File: src/rtl/decoder_n_to_2n_reg.sv
// decoder_n_to_2n_reg
// Registered N-to-2^N one-hot decoder. Its main job is generating write
// enables for a register file (5:32 by default, with r0 write-protected).
// It also has an optional sweep mode that asserts every enabled output in
// turn, one per cycle, so the register file can be cleared or scanned.
//
// Build option:
//   DEC_SWEEP_EN  when defined, the SWEEP state, the sweep counter, busy
//                 and sweep_done are built. When undefined, only the decoder
//                 is built: i_sweep_start is ignored and o_busy and
//                 o_sweep_done are tied low. The port list is the same in
//                 both builds.
//
// Parameters:
//   SEL_W      select width (1..6); the output width is 2**SEL_W
//   ZERO_MASK  1: output bit 0 is never asserted (hardwired-zero register)
//
// Ports:
//   i_clk          rising-edge clock
//   i_rst          synchronous reset, active-high
//   i_en           global enable; when 0, no decode is accepted and a sweep pauses
//   i_sel          index to decode
//   i_sel_valid    i_sel is valid this cycle
//   i_sweep_start  request a sweep over all enabled outputs
//   o_y            registered one-hot output, all-zero when idle
//   o_y_valid      o_y holds a valid one-hot value
//   o_busy         sweep in progress
//   o_sweep_done   one-cycle pulse that coincides with the last sweep output
//
// state   | meaning
// S_IDLE  | accepts decodes; a sweep request emits the first sweep output
// S_SWEEP | sweep in progress; r_cnt is the index to emit next

module decoder_n_to_2n_reg #(
  parameter int SEL_W     = 5,
  parameter int ZERO_MASK = 1
) (
  input  logic                     i_clk,
  input  logic                     i_rst,
  input  logic                     i_en,
  input  logic [SEL_W-1:0]         i_sel,
  input  logic                     i_sel_valid,
  input  logic                     i_sweep_start,
  output logic [(2**SEL_W)-1:0]    o_y,
  output logic                     o_y_valid,
  output logic                     o_busy,
  output logic                     o_sweep_done
);

  localparam int OUT_W = 2**SEL_W;
  localparam logic [OUT_W-1:0] ONE = OUT_W'(1);

  logic [OUT_W-1:0] r_y;
  logic             r_y_valid;
  logic [OUT_W-1:0] w_y_nxt;
  logic             w_y_valid_nxt;
  logic             w_dec_ok;

  // A decode of index 0 is suppressed when bit 0 is masked.
  assign w_dec_ok = !((ZERO_MASK != 0) && (i_sel == '0));

`ifdef DEC_SWEEP_EN

  localparam logic [SEL_W-1:0] FIRST_IDX = (ZERO_MASK != 0) ? SEL_W'(1) : SEL_W'(0);
  localparam logic [SEL_W-1:0] LAST_IDX  = SEL_W'(OUT_W - 1);

  typedef enum logic {
    S_IDLE  = 1'b0,
    S_SWEEP = 1'b1
  } state_t;

  state_t           r_state;
  state_t           w_state_nxt;
  logic [SEL_W-1:0] r_cnt;
  logic [SEL_W-1:0] w_cnt_nxt;
  logic             r_busy;
  logic             r_sweep_done;
  logic             w_busy_nxt;
  logic             w_sweep_done_nxt;

  always_comb begin
    w_state_nxt      = r_state;
    w_cnt_nxt        = r_cnt;
    w_y_nxt          = '0;
    w_y_valid_nxt    = 1'b0;
    w_busy_nxt       = 1'b0;
    w_sweep_done_nxt = 1'b0;
    case (r_state)
      S_IDLE: begin
        if (i_en && i_sel_valid) begin
          // A decode wins over a simultaneous sweep request, and that
          // request is dropped.
          if (w_dec_ok) begin
            w_y_nxt       = ONE << i_sel;
            w_y_valid_nxt = 1'b1;
          end
        end else if (i_en && i_sweep_start) begin
          // The first sweep output is registered here so that it shows up
          // one cycle after the request. The counter then holds the next
          // index to emit.
          w_y_nxt       = ONE << FIRST_IDX;
          w_y_valid_nxt = 1'b1;
          w_busy_nxt    = 1'b1;
          if (FIRST_IDX == LAST_IDX) begin
            // This is a single-output sweep (SEL_W=1 with bit 0 masked).
            w_sweep_done_nxt = 1'b1;
          end else begin
            w_state_nxt = S_SWEEP;
            w_cnt_nxt   = FIRST_IDX + SEL_W'(1);
          end
        end
      end
      S_SWEEP: begin
        w_busy_nxt = 1'b1;
        if (i_en) begin
          w_y_nxt       = ONE << r_cnt;
          w_y_valid_nxt = 1'b1;
          if (r_cnt == LAST_IDX) begin
            w_sweep_done_nxt = 1'b1;
            w_state_nxt      = S_IDLE;
            w_cnt_nxt        = '0;
          end else begin
            w_cnt_nxt = r_cnt + SEL_W'(1);
          end
        end
      end
      default: begin
        w_state_nxt = S_IDLE;
        w_cnt_nxt   = '0;
      end
    endcase
  end

  always_ff @(posedge i_clk) begin
    if (i_rst) begin
      r_state      <= S_IDLE;
      r_cnt        <= '0;
      r_y          <= '0;
      r_y_valid    <= 1'b0;
      r_busy       <= 1'b0;
      r_sweep_done <= 1'b0;
    end else begin
      r_state      <= w_state_nxt;
      r_cnt        <= w_cnt_nxt;
      r_y          <= w_y_nxt;
      r_y_valid    <= w_y_valid_nxt;
      r_busy       <= w_busy_nxt;
      r_sweep_done <= w_sweep_done_nxt;
    end
  end

  assign o_busy       = r_busy;
  assign o_sweep_done = r_sweep_done;

`else

  logic w_unused_sweep;
  assign w_unused_sweep = i_sweep_start;

  always_comb begin
    w_y_nxt       = '0;
    w_y_valid_nxt = 1'b0;
    if (i_en && i_sel_valid && w_dec_ok) begin
      w_y_nxt       = ONE << i_sel;
      w_y_valid_nxt = 1'b1;
    end
  end

  always_ff @(posedge i_clk) begin
    if (i_rst) begin
      r_y       <= '0;
      r_y_valid <= 1'b0;
    end else begin
      r_y       <= w_y_nxt;
      r_y_valid <= w_y_valid_nxt;
    end
  end

  assign o_busy       = 1'b0;
  assign o_sweep_done = 1'b0;

`endif

  assign o_y       = r_y;
  assign o_y_valid = r_y_valid;

endmodule

File: config.mk
export PLATFORM = sky130hd
export DESIGN_NAME = decoder_n_to_2n_reg
export DESIGN_NICKNAME = d
export VERILOG_FILES = /design/src/rtl/decoder_n_to_2n_reg.sv
export SDC_FILE = /design/constraint.sdc
export NUM_CORES = 1
export LEC_CHECK = 0
export BUFFER_PORTS_ARGS = -buffer_cell sky130_fd_sc_hd__buf_2
export CAP_MARGIN = 10
export CORE_UTILIZATION = 38
export DETAILED_ROUTE_END_ITERATION = 8
export GPL_TIMING_DRIVEN = 0
export PLACE_DENSITY = 0.66
export SLEW_MARGIN = 0
export SYNTH_ARGS = -nofsm -noshare
export SYNTH_HDL_FRONTEND = slang
export SYNTH_SLANG_ARGS = --single-unit
File: constraint.sdc
create_clock -name i_clk -period 0.9 [get_ports i_clk]
set_input_delay 0.045 -clock i_clk [delete_from_list [all_inputs] [get_ports i_clk]]
set_output_delay 0.045 -clock i_clk [all_outputs]
set_load 0.01 [all_outputs]
After elaboration in Yosys (flattened, before gate mapping)

Index checks and enable logic that the tools add are counted.

Bits in registers: 33

Shift-type cells: 1
Multiplexer cells: 1
Bitwise operators: 1
Reductions and logical operators: 5

Operators with widths:

| operator             | count |
|---|---|
| $shl 1x5->32 const A | 1 |
| $logic_not 5->1      | 1 |
| $logic_and 1x1->1    | 2 |
| $reduce_or 2->1      | 1 |
| $logic_not 1->1      | 1 |
| $mux 1               | 1 |
| $not 1->1            | 1 |

Longest topological paths before layout

Depth after elaboration: 5
Gate-level depth with buffers: 4
Depth with buffers taken out: 2

Worst setup path before layout

Ideal clock, no wire load.

Kind: input port to flip-flop
Start: input i_sel[0]
End: register r_y_valid (netlist: o_y_valid)
Arrival time: 0.649 ns
Required time: 0.785 ns
Setup slack: 0.136 ns
Stages: 3
Path buffers: 1
Path through: or2_2 > buf_2 > o21ba_1

Cells in the longest elaborated chain, start to end: 4

Ends and longest elaborated chain:

| item                   | RTL line | RTL |
|---|---|---|
| start: declaration     | 41       | `input logic [SEL_W-1:0] i_sel,` |
| $logic_not 5->1        | 60       | `assign w_dec_ok = !((ZERO_MASK != 0) && (i_sel == '0));` |
| $logic_not 1->1        | 60       |  |
| $logic_and 1x1->1      | 163      | `if (i_en && i_sel_valid && w_dec_ok) begin` |
| $mux 1                 | 163      |  |
| end signal: assignment | 175      | `r_y_valid <= w_y_valid_nxt;` |
| end: declaration       | 54       | `logic r_y_valid;` |

No other way between the ends.
A chain may end at the register's enable or synchronous reset.

Worst setup path in the final report

Start: register r_y[28] (netlist: o_y[28])
End: output o_y[28]

RTL lines:

| item                     | RTL line | RTL |
|---|---|---|
| start: declaration       | 53       | `logic [OUT_W-1:0] r_y;` |
| start signal: assignment | 174      | `r_y <= w_y_nxt;` |
| end: declaration         | 44       | `output logic [(2**SEL_W)-1:0] o_y,` |

No word-level cell between the ends.

==> summary.txt <==
Run status
  – Run status: completed

Worst setup path
  – Critical-path top delay cell: dfxtp_1
  – Setup crit start kind: register
  – Setup CP Type: reg2out
  – Worst setup startpoint: o_y[28]
  – Buffers plus inverters on the worst setup path: 1
  – Setup crit end kind: primary output
  – CP max stage delay: 0.33 ns
  – Crit path DAT: 0.78 ns
  – Worst-path maximum fanout: 1
  – CP required: 0.85 ns
  – Crit path cell chain: buf_2
  – CP top delay family: flip-flops

Global routing
  – Largest net degree at the start of global routing: 11
  – Total track usage: 0.1487
  – Initial antenna violation count: 0
  – GRT overflow: 0
  – First-pass GRT wire length: 2.822 mm
  – Vias in the first global route: 671

Synthesis
  – Xor and xnor fraction of the mapped netlist area: 0
  – #FFs+latches synth: 33
  – Largest family of logic cells by synthesized area: simple AND/OR/NAND/NOR gates
  – Async S/R FF share, synth: 0
  – Avg Cell Area, Syn: 12.13 µm²
  – Top cells by area, synth: dfxtp_1 63%, nor3_2 12%, nor3_1 9.1%, buf_4 3.6%, or3b_4 3.2%
  – Post-synthesis mux area share: 0
  – Synth unique cells: 15
  – Area share of the largest cell type after synthesis: 0.6331
  – Synth Area in Compound Gates: 0.009592
  – Post-Synth Adder-Cell Area: 0
  – Post-synthesis cell area: 0.001044 mm²
  – Top cell type by total area after synthesis: dfxtp_1
  – Top_reg_cell synth: dfxtp_1
  – Post-synth top cells: 33 x dfxtp_1, 19 x nor3_1, 12 x nor3_2
  – YS warnings: 0
  – Most frequent cell after synthesis: dfxtp_1
  – Post-synth EDFFs: 0
  – Post-Synth Simple-Gate Area: 0.3046
  – Sequential area share after synthesis: 0.6331
  – Synthesized instance count: 86

Routing
  – Vias: 769
  – Post-route ant nets: 0
  – DRC Markers: 0
  – Routed wire length: 1.910 mm
  – TritonRoute pass-1 iters: 4
  – 1st-iter DRT viols: 11
  – Vias per cell: 4.605
  – Post-DR wirelength/cell: 11.44 µm

Die
  – Die height: 54.40 µm
  – I/O Pins: 45
  – Row count: 18
  – Die width: 54.40 µm
  – Initial Util: 0.4100
  – CORE AREA: 0.002545 mm²
  – Die Area: 0.002959 mm²

CTS
  – Root buffer cell: clkbuf_4
  – Hold_buf cts: 0
  – Clock-pin slew on the worst setup and hold paths: 0.09 ns
  – CTS buffer count: 5
  – Sink Count: 33
  – Post_cts resized: 0
  – CTS tree: built
  – Postcts setup bufs: 0
  – CTS max path bufs: 2
  – H-tree Lvls: 2

Timing
  – FMAX: 1217 MHz
  – Count of pins over their slew limit: 0
  – Endpoints failing setup: 0
  – Period utilisation layout: 0.9130
  – RSZ-0062 raised after global routing: no
  – Tmin final: 0.8217 ns
  – Final hold viol count: 0
  – Final worst slack: 0.07833 ns
  – Hold WS: 0.06148 ns

Pwr
  – Seq pwr share: 0.534
  – IR drop worst, VDD: 1.187 mV
  – Pwr/cell area: 1994 mW/mm²
  – Combinational power share: 0.057
  – Net Sw Frac: 0.2036
  – Leak: 0.6156 nW
  – Clock network power share: 0.409
  – Psw: 0.0005598 W
  – Cell internal pwr: 0.002189 W
  – Total power: 0.002749 W

Finish
  – Multi-input gate area: 339.1 µm²
  – Fill count: 237
  – Layout Nets: 146
  – Share of cells above drive strength 1: 0.5255
  – Area growth syn-to-layout: 32.13%
  – # diodes: 0
  – Sequential Area: 660.6 µm²

Hold path
  – Hold Crit Start: i_sel[1]
  – HP Class: in2reg

Placement
  – Dpl ws: -0.04216 ns
  – IO Port Bufs: 41
  – HPWL after DPL: 1.478 mm
  – RePlAce Congestion: 0.6797

Job
  – Max_cap viols: 0
-- path summary, 6_finish.rpt --
kind                   to  cells past startpoint
setup / recovery  o_y[28]                      1
hold / removal    o_y[17]                      3
-- cell families (layout without fill, tap and decap cells) --
family | after synthesis | after routing
flops | 33 | 33
simple gates | 43 | 43
compound gates | 1 | 1
other cells | 1 | 3
buf+inv | 8 | 57
-- stage by stage --
step	area, µm²	instances	TNS (ns)	utilization
finish	1379	167	0	0.5418
global route	1379	167	0	0.5418
CTS	1379	167	0	0.5418
detailed placement	1294	159	-0.2175	0.5084
global placement	1294	159	-0.1893	0.5084
floorplan	1051	88	0	-
-- power groups by stage --
stage          sequential, W  clock, W  combinational (W)
2_1_floorplan        0.00151         0          0.0000942
3_3_place_gp         0.00150         0           0.000150
3_5_place_dp         0.00150         0           0.000156
4_1_cts              0.00147   0.00116           0.000157
5_1_grt              0.00147   0.00123           0.000171
6_report             0.00147   0.00112           0.000156
-- state kept, by name, indices dropped and copies added, names as in the netlist --
register / count
o_y_valid: 1
o_y: 32
-- metal layers --
layer,vias to the layer above,track usage,wire length [µm]
met4,0,0.06410,30
met1,330,0.1549,795
met2,40,0.2297,888
met3,3,0.1028,196
li1,396,-,-
met5,-,0,0
-- cell usage in the layout (no fill, tap or decap) --
cell	n
nor3_1	19
conb_1	3
clkbuf_8	1
clkbuf_4	5
or3_1	1
o21ba_1	1
or2_2	1
nand4b_2	1
nand3b_1	4
nor3_2	12
or3b_4	3
clkbuf_1	1
dfxtp_1	33
nand3_1	1
clkinv_1	1
nand2b_1	1
buf_4	5
buf_2	43
bufinv_16	1
-- final cells by class --
type	instances	share of cell area
clock inverter	1	0.02178
multi-input combinational	47	0.2459
buffer	7	0.03448
tap	30	0.02722
timing repair buffer	41	0.1488
clock buffer	7	0.03993
sequential	33	0.4791
inverter	1	0.002722
(Power assumes the default switching activity.)
